File: src/rtl/branch_predictor_if.sv
// Branch predictor interface: fetch-side lookup and EX-side resolve/train signals.
// The pipeline drives through the master modport; the predictor uses the slave modport.
interface branch_predictor_if;
    // Fetch-side lookup
    logic [31:0] if_pc;
    logic        if_pred_taken;
    logic [31:0] if_next_pc;

    // Execute-side resolve and training
    logic        ex_br_valid;
    logic        ex_stall;
    logic [31:0] ex_pc;
    logic        ex_taken;
    logic [31:0] ex_target;
    logic        ex_pred_taken;
    logic [31:0] ex_pred_target;

    // Misprediction recovery
    logic        mispredict;
    logic [31:0] redirect_pc;

    modport master (
        output if_pc,
        input  if_pred_taken,
        input  if_next_pc,
        output ex_br_valid,
        output ex_stall,
        output ex_pc,
        output ex_taken,
        output ex_target,
        output ex_pred_taken,
        output ex_pred_target,
        input  mispredict,
        input  redirect_pc
    );

    modport slave (
        input  if_pc,
        output if_pred_taken,
        output if_next_pc,
        input  ex_br_valid,
        input  ex_stall,
        input  ex_pc,
        input  ex_taken,
        input  ex_target,
        input  ex_pred_taken,
        input  ex_pred_target,
        output mispredict,
        output redirect_pc
    );
endinterface

File: src/rtl/branch_predictor.sv
// Dynamic branch predictor: direct-mapped table of 2-bit saturating counters
// with a tagged target per entry. Lookup is combinational on the fetch PC;
// training happens on the clock edge from the resolving branch in EX.
// Optional macro BP_PERF_EN adds perf_branches / perf_mispredicts counters.
module branch_predictor #(
    parameter int ENTRIES = 64
) (
    input  logic                  clk,
    input  logic                  rst,
    branch_predictor_if.slave     bp
`ifdef BP_PERF_EN
    ,
    output logic [31:0]           perf_branches,
    output logic [31:0]           perf_mispredicts
`endif
);

    // Index width is derived from the table size and must not be overridden.
    localparam int IDX_W = $clog2(ENTRIES);
    localparam int TAG_W = 30 - IDX_W;

    // Table storage; valid and counters need a full clear on reset, so these
    // are flops rather than block RAM.
    logic             valid_q  [ENTRIES];
    logic [TAG_W-1:0] tag_q    [ENTRIES];
    logic [31:0]      target_q [ENTRIES];
    logic [1:0]       ctr_q    [ENTRIES];

    logic [IDX_W-1:0] if_idx;
    logic [TAG_W-1:0] if_tag;
    logic             if_hit;
    logic [IDX_W-1:0] ex_idx;
    logic [TAG_W-1:0] ex_tag;
    logic             ex_hit;
    logic             upd;
    logic [1:0]       ctr_d;

    assign if_idx = bp.if_pc[IDX_W+1:2];
    assign if_tag = bp.if_pc[31:IDX_W+2];
    assign ex_idx = bp.ex_pc[IDX_W+1:2];
    assign ex_tag = bp.ex_pc[31:IDX_W+2];

    // Fetch lookup: reads the pre-update table contents (no write bypass).
    always_comb begin
        if_hit           = valid_q[if_idx] && (tag_q[if_idx] == if_tag);
        bp.if_pred_taken = if_hit && ctr_q[if_idx][1];
        bp.if_next_pc    = bp.if_pred_taken ? target_q[if_idx] : (bp.if_pc + 32'd4);
    end

    // Resolve: a stalled EX neither trains nor redirects.
    always_comb begin
        upd            = bp.ex_br_valid && !bp.ex_stall;
        bp.mispredict  = upd && ((bp.ex_taken != bp.ex_pred_taken) ||
                                 (bp.ex_taken && (bp.ex_target != bp.ex_pred_target)));
        bp.redirect_pc = bp.ex_taken ? bp.ex_target : (bp.ex_pc + 32'd4);
    end

    // Saturating counter step for the entry being trained.
    always_comb begin
        ex_hit = valid_q[ex_idx] && (tag_q[ex_idx] == ex_tag);
        ctr_d  = ctr_q[ex_idx];
        if (bp.ex_taken) begin
            if (ctr_q[ex_idx] != 2'b11) ctr_d = ctr_q[ex_idx] + 2'd1;
        end else begin
            if (ctr_q[ex_idx] != 2'b00) ctr_d = ctr_q[ex_idx] - 2'd1;
        end
    end

    // Table training; reset wins over any same-cycle update.
    always_ff @(posedge clk) begin
        if (rst) begin
            for (int i = 0; i < ENTRIES; i++) begin
                valid_q[i] <= 1'b0;
                ctr_q[i]   <= 2'b01;
            end
        end else if (upd) begin
            if (ex_hit) begin
                ctr_q[ex_idx] <= ctr_d;
                if (bp.ex_taken) target_q[ex_idx] <= bp.ex_target;
            end else if (bp.ex_taken) begin
                // Allocate, evicting whatever aliased into this slot.
                valid_q[ex_idx]  <= 1'b1;
                tag_q[ex_idx]    <= ex_tag;
                target_q[ex_idx] <= bp.ex_target;
                ctr_q[ex_idx]    <= 2'b10;
            end
        end
    end

`ifdef BP_PERF_EN
    logic [31:0] perf_branches_q;
    logic [31:0] perf_mispredicts_q;

    // Event counters for resolved branches and mispredictions, wrapping at 2^32.
    always_ff @(posedge clk) begin
        if (rst) begin
            perf_branches_q    <= 32'd0;
            perf_mispredicts_q <= 32'd0;
        end else begin
            if (upd)           perf_branches_q    <= perf_branches_q + 32'd1;
            if (bp.mispredict) perf_mispredicts_q <= perf_mispredicts_q + 32'd1;
        end
    end

    assign perf_branches    = perf_branches_q;
    assign perf_mispredicts = perf_mispredicts_q;
`endif

endmodule

File: src/flat_wrapper.sv
// flat-port wrapper written by rule: the top's interface ports become plain ports
module branch_predictor_flat 
#(
    parameter int ENTRIES = 64
)
  (clk, rst, bp_if_pc, bp_if_pred_taken, bp_if_next_pc, bp_ex_br_valid, bp_ex_stall, bp_ex_pc, bp_ex_taken, bp_ex_target, bp_ex_pred_taken, bp_ex_pred_target, bp_mispredict, bp_redirect_pc);
  branch_predictor_if bp_i ();
  input  logic clk;
  input  logic rst;
  input wire logic [$bits(bp_i.if_pc)-1:0] bp_if_pc;
  output wire logic [$bits(bp_i.if_pred_taken)-1:0] bp_if_pred_taken;
  output wire logic [$bits(bp_i.if_next_pc)-1:0] bp_if_next_pc;
  input wire logic [$bits(bp_i.ex_br_valid)-1:0] bp_ex_br_valid;
  input wire logic [$bits(bp_i.ex_stall)-1:0] bp_ex_stall;
  input wire logic [$bits(bp_i.ex_pc)-1:0] bp_ex_pc;
  input wire logic [$bits(bp_i.ex_taken)-1:0] bp_ex_taken;
  input wire logic [$bits(bp_i.ex_target)-1:0] bp_ex_target;
  input wire logic [$bits(bp_i.ex_pred_taken)-1:0] bp_ex_pred_taken;
  input wire logic [$bits(bp_i.ex_pred_target)-1:0] bp_ex_pred_target;
  output wire logic [$bits(bp_i.mispredict)-1:0] bp_mispredict;
  output wire logic [$bits(bp_i.redirect_pc)-1:0] bp_redirect_pc;
  assign bp_i.if_pc = bp_if_pc;
  assign bp_if_pred_taken = bp_i.if_pred_taken;
  assign bp_if_next_pc = bp_i.if_next_pc;
  assign bp_i.ex_br_valid = bp_ex_br_valid;
  assign bp_i.ex_stall = bp_ex_stall;
  assign bp_i.ex_pc = bp_ex_pc;
  assign bp_i.ex_taken = bp_ex_taken;
  assign bp_i.ex_target = bp_ex_target;
  assign bp_i.ex_pred_taken = bp_ex_pred_taken;
  assign bp_i.ex_pred_target = bp_ex_pred_target;
  assign bp_mispredict = bp_i.mispredict;
  assign bp_redirect_pc = bp_i.redirect_pc;
  branch_predictor #(.ENTRIES(ENTRIES)) u_core (.clk(clk), .rst(rst), .bp(bp_i));
endmodule
File: config.mk
export PLATFORM = sky130hd
export DESIGN_NAME = branch_predictor_flat
export DESIGN_NICKNAME = d
export VERILOG_FILES = /design/src/rtl/branch_predictor_if.sv /design/src/rtl/branch_predictor.sv /design/src/flat_wrapper.sv
export SDC_FILE = /design/constraint.sdc
export NUM_CORES = 2
export LEC_CHECK = 0
export ABC_CLOCK_PERIOD_IN_PS = 8000
export CORE_MARGIN = 2
export CORE_UTILIZATION = 51
export DETAILED_ROUTE_END_ITERATION = 6
export GPL_ROUTABILITY_DRIVEN = 1
export HOLD_SLACK_MARGIN = 0.08
export MAX_ROUTING_LAYER = met4
export PLACE_DENSITY = 0.67
export RECOVER_POWER = 100
export SYNTH_ARGS = -nofsm -noshare
export SYNTH_HDL_FRONTEND = slang
export SYNTH_SLANG_ARGS = --single-unit
export TNS_END_PERCENT = 1
File: constraint.sdc
create_clock -name clk -period 8 [get_ports clk]
set_input_delay 1.6 -clock clk [delete_from_list [all_inputs] [get_ports clk]]
set_output_delay 1.6 -clock clk [all_outputs]
set_load 0.02 [all_outputs]
==> After elaboration in Yosys (flattened, before gate mapping) <==
Memory sizes are Yosys's and may differ from the RTL's.
Cells that the tools add are included.
{ "word_totals": {"regBits": 0, "mem_bits_rw": 3776, "word_cells": 54, "memories": 4} }
{ "op_classes": {"add_sub_neg": 4, "n_eq_ne": 5, "n_mux": 28, "bitwise": 2, "n_reduce_logical": 11} }
{ "mem_list": {"columns": ["memory", "words", "word_bits", "rd", "rd_ports_with_merged_regs", "write_ports", "line_no", "text"], "rows": [
  ["u_core.target_q", 64, 32, 1, 0, 1, "branch_predictor.sv:26", "logic [31:0] target_q [ENTRIES];"],
  ["u_core.tag_q", 64, 24, 2, 0, 1, "branch_predictor.sv:25", "logic [TAG_W-1:0] tag_q [ENTRIES];"],
  ["u_core.ctr_q", 64, 2, 2, 0, 64, "branch_predictor.sv:27", "logic [1:0] ctr_q [ENTRIES];"],
  ["u_core.valid_q", 64, 1, 2, 0, 64, "branch_predictor.sv:24", "logic valid_q [ENTRIES];"]
]} }
{ "op_table": {"columns": ["operator", "count"], "rows": [
  ["$mux 32", 3],
  ["$add 32x3->32 const B", 2],
  ["$eq 24x24->1", 2],
  ["$ne 32x32->1", 1],
  ["$mux 1", 18],
  ["$mux 6", 2],
  ["$mux 2", 5],
  ["$logic_and 1x1->1", 6],
  ["$add 2x1->2 const B", 1],
  ["$ne 2x2->1 const B", 1],
  ["$or 1x1->1", 2],
  ["$reduce_bool 2->1", 1],
  ["$reduce_or 2->1", 1],
  ["$sub 2x1->2 const B", 1],
  ["$logic_not 1->1", 1],
  ["$logic_or 1x1->1", 1],
  ["$ne 1x1->1", 1],
  ["$reduce_or 1->1", 1]
]} }

==> Logic depth before layout (Yosys ltp) <==
An unclocked memory read counts as a cell.
{ "logic_depth": {"depth_word": 10, "ltp_mapped": 19} }

==> Worst setup path before layout <==
OpenSTA, ideal clock, no wires.
{ "synth_path": {"path_type": "in2out", "startpoint": "in bp_if_pc[2]", "endpoint": "out bp_if_next_pc[2]", "arrival_time_ns": 5.374, "required_time_ns": 6.400, "path_slack_ns": 1.026, "stages": 16, "n_path_buf": 11, "path_cell_list": "buf_6 > buf_6 > buf_6 > buf_6 > buf_4 > buf_6 > buf_4 > buf_2 > buf_2 > buf_2 > buf_2 > mux4_2 > mux4_2 > mux2_2 > a21oi_1 > mux2i_1"} }
{ "synth_via": {"elab_chain_cells": 5, "word_cells_on_any_way": 9, "classes_between": "1 x add/sub; 1 x eq/ne; 1 x mux; 2 x reduce/logical; 4 x memory"} }
{ "synth_rtl": {"columns": ["element", "line_no", "text"], "rows": [
  ["from (decl)", "flat_wrapper.sv:10", "input wire logic [$bits(bp_i.if_pc)-1:0] bp_if_pc;"],
  ["$mem_v2 64x24", null, null],
  ["$eq 24x24->1", "branch_predictor.sv:45", "if_hit = valid_q[if_idx] && (tag_q[if_idx] == if_tag);"],
  ["$logic_and 1x1->1", "branch_predictor.sv:45", null],
  ["$logic_and 1x1->1", "branch_predictor.sv:46", "bp.if_pred_taken = if_hit && ctr_q[if_idx][1];"],
  ["$mux 32 *", "branch_predictor.sv:47", "bp.if_next_pc = bp.if_pred_taken ? target_q[if_idx] : (bp.if_pc + 32'd4);"],
  ["to (decl)", "flat_wrapper.sv:12", "output wire logic [$bits(bp_i.if_next_pc)-1:0] bp_if_next_pc;"]
]} }
Every way passes the cells marked *; elsewhere a longest branch is shown, timed or not.

==> Final worst setup path <==
{ "layout_path": {"startpoint": "in bp_ex_pc[14]", "endpoint": "out bp_redirect_pc[14]"} }
{ "layout_via": {"elab_chain_cells": 2} }
{ "layout_rtl": {"columns": ["element", "line_no", "text"], "rows": [
  ["from (decl)", "flat_wrapper.sv:15", "input wire logic [$bits(bp_i.ex_pc)-1:0] bp_ex_pc;"],
  ["$add 32x3->32", "branch_predictor.sv:55", "bp.redirect_pc = bp.ex_taken ? bp.ex_target : (bp.ex_pc + 32'd4);"],
  ["$mux 32", "branch_predictor.sv:55", null],
  ["to (decl)", "flat_wrapper.sv:21", "output wire logic [$bits(bp_i.redirect_pc)-1:0] bp_redirect_pc;"]
]} }
Every way passes these cells.

==> impl_metrics.json <==
{
  "cp.required_ns": 6.40,
  "worst-path-stages": 6,
  "design_area_um2": 185000,
  "start_kind": "input pin",
  "worst_slack_ns": -0.0496,
  "synthCells": 8148,
  "grt_max_degree": 128,
  "cts_root_buf": "clkbuf_16",
  "cp.arrival_ns": 6.45,
  "cts_sinks": 3776,
  "r2r-start": "u_core.tag_q[10][3]$_DFFE_PP_",
  "period_minus_slack_ns": 8.05,
  "postCtsSetupBuffers": 0,
  "dp_hpwl_mm": 336,
  "wl_met1_mm": 191,
  "crit_chain": "clkbuf_1 -> clkbuf_1 -> inv_1 -> xnor2_1 -> o21ai_0 -> clkdlybuf4s50_1",
  "io_buffers": 199,
  "insertion_delay_ns": 0.98,
  "rsz0062_at_grt": "no",
  "failed_checks": "capacitance limit, slew limit, setup timing",
  "regToRegSetupSlack_ns": 2.42,
  "placed_area_um2": 174000,
  "yosysSeqAreaShare": 0.690,
  "synth_top_area_share": 0.682,
  "cts-buffers-inserted": 379,
  "fp.dieH_um": 570,
  "critPathCaptureType": "output pin",
  "relSlewSlack": -1.81,
  "start_util": 0.513,
  "fin_skew_ns": 0.0695,
  "dr_total_vias": 94400,
  "place_congestion": 0.989,
  "maxUsedRoutingLayer": "met4",
  "yosysUniqueCellTypes": 79,
  "nets": 8859,
  "synth-edff-count": 3712,
  "grt_pass1_vias": 92600,
  "status": "finished with violations",
  "reg2reg_to": "u_core.tag_q[39][19]$_DFFE_PP_",
  "dp_slack_ns": -0.195,
  "holdCritPathClass": "reg2reg",
  "drv_slew": 4457,
  "drv_cap": 126,
  "htreeDepth": 5,
  "synth_nets": 8284,
  "cts_tree": "yes",
  "yosys-top-cells-area": "edfxtp_1 (68%), mux4_2 (18%), mux2i_1 (3.3%)",
  "netlist_area_um2": 163000,
  "antenna_found_initial": 65,
  "viasPerCell": 7.12,
  "synth_most_common_cell": "edfxtp_1",
  "overflow": 0,
  "drc": 0,
  "crit_top_cell": "clkbuf_1",
  "fmax_mhz": 124,
  "avgSynthCellArea_um2": 20.1,
  "critPathSlowestCell": "clkbuf_1",
  "vdd_drop_max_v": 0.000183,
  "p_leak_uw": 0.0584,
  "grt_pass1_wl_mm": 745,
  "final-setup-viol-count": 21,
  "path_buf_inv": 4,
  "synth_warnings": 0,
  "syn_to_final_growth_pct": 13.2,
  "ys_async_sr_fraction": 0,
  "floorplan.rows": 207,
  "die_width_um": 570,
  "synth_common_cells": "edfxtp_1 (3,712), mux4_2 (1,330), mux2i_1 (533)",
  "crit_path_end": "bp_redirect_pc[14]",
  "worstMarginPinSlew_ns": 4.22,
  "core-area_um2": 318000,
  "reg2reg_depth": 13,
  "path_class": "in2out",
  "p_per_area_nw_per_um2": 232,
  "clockBufferDepth": 4,
  "cp_max_fo": 58,
  "cts_hold_buf": 0,
  "post_cts_resized": 3,
  "wl_met2_mm": 251,
  "ys_seq_elements": 3776,
  "wire_per_inst_um": 41.0,
  "critical-path-top-delay-family": "buffers and inverters",
  "fillers": 23100,
  "final_layout_size_suffix_gt1_frac": 0.282,
  "finalHoldViolations": 0,
  "finalCritPeriodShare": 1.01,
  "yosysTopAreaCell": "edfxtp_1",
  "clkTransAtPathRegs_ns": 0.06,
  "slowest_delay_ns": 1.92,
  "die_area_um2": 325000,
  "wl_met3_mm": 66.0,
  "ant_nets": 0,
  "ios": 200,
  "drtPass1Iterations": 6,
  "synth_ff_type": "edfxtp_1",
  "grtUsageTotal": 0.343,
  "routed_wl_mm": 544,
  "critPathLaunch": "bp_ex_pc[14]",
  "drt_iter0_drc": 16500
}
==> layout by cell type (no fill, tap or decap), types with 102 or more instances in the layout <==
| cell type | instances |
|---|---|
| edfxtp_1 | 3712 |
| mux4_2 | 1330 |
| mux2i_1 | 533 |
| clkbuf_16 | 388 |
| buf_4 | 313 |
| clkbuf_1 | 299 |
| nand2_1 | 206 |
| a22oi_1 | 203 |
| nor2_1 | 180 |
| o21ai_0 | 110 |
| nand3_1 | 103 |
| buf_12 | 102 |
==> tightest hold or removal path, cell delays in order (launching register included) <==
cell	delay, ns
dfxtp_1	0.32
inv_1	0.05
o32ai_1	0.05
==> report_power, final <==
part / leakage [uW] / switching (uW) / internal (uW)
clock: 0.00601 / 7570 / 10300
combinational: 0.0186 / 2090 / 1220
sequential: 0.0338 / 16.4 / 21800
==> worst min-delay path by stage <==
stage / slack [ns] / end / depth (start not counted) / startpoint
floorplan: 0.44 / u_core.valid_q[14]$_DFF_P_ / 2 / u_core.valid_q[14]$_DFF_P_
global placement: 0.45 / u_core.valid_q[52]$_DFF_P_ / 2 / u_core.valid_q[52]$_DFF_P_
global route: 0.49 / u_core.valid_q[29]$_DFF_P_ / 2 / u_core.valid_q[29]$_DFF_P_
CTS: 0.47 / u_core.valid_q[35]$_DFF_P_ / 2 / u_core.valid_q[35]$_DFF_P_
detailed placement: 0.46 / u_core.valid_q[35]$_DFF_P_ / 2 / u_core.valid_q[35]$_DFF_P_
finish: 0.48 / u_core.valid_q[35]$_DFF_P_ / 2 / u_core.valid_q[35]$_DFF_P_
==> state kept, by name, indices dropped and copies added (netlist names) <==
name	count
u_core.target_q	2048
u_core.valid_q	64
u_core.ctr_q	128
u_core.tag_q	1536
==> cells by family (layout without fill, tap and decap cells) <==
group / Yosys count / in the layout / share of synthesized area
buffers and inverters: 686 / 1573 / 0.0217
multiplexers: 1938 / 1938 / 0.222
flip-flops: 3776 / 3776 / 0.690
other: 0 / 44 / 0
AO/OA/AOI/OAI: 792 / 792 / 0.0348
adder cells (fa/ha/maj): 2 / 2 / 0.000153
XOR/XNOR: 135 / 135 / 0.00724
AND/OR/NAND/NOR: 819 / 819 / 0.0242
==> metal layers <==
| metal | up-vias | track usage |
|---|---|---|
| met4 | 0 | 0.186 |
| met5 | - | - |
| met2 | 7357 | 0.508 |
| met3 | 1450 | 0.0794 |
| met1 | 49700 | 0.444 |
| li1 | 35900 | - |
==> stage by stage <==
step           cells  setup TNS [ns]  hold WS [ns]  utilization  total power [uW]
3_5_place_dp   12500           -2.36         0.464        0.547             25500
3_3_place_gp   12500           -3.56         0.451        0.547             25400
4_1_cts        13200               0         0.474        0.586             43000
2_1_floorplan   8148               0         0.440            -             23900
5_1_grt        13200               0         0.493        0.581             43900
6_report       13300          -0.386         0.477        0.581             43000
==> cell type report <==
cell class | instances | area, um^2 | share of cell area
Multi-Input combinational cell | 3686 | 47400 | 0.257
Inverter | 76 | 299 | 0.00162
Sequential cell | 3776 | 113000 | 0.610
Timing Repair Buffer | 804 | 6770 | 0.0366
Clock inverter | 214 | 2220 | 0.0120
Tap cell | 4180 | 5230 | 0.0283
Antenna cell | 44 | 110 | 0.000595
Clock buffer | 479 | 10100 | 0.0546
(Power assumes the default switching activity.)
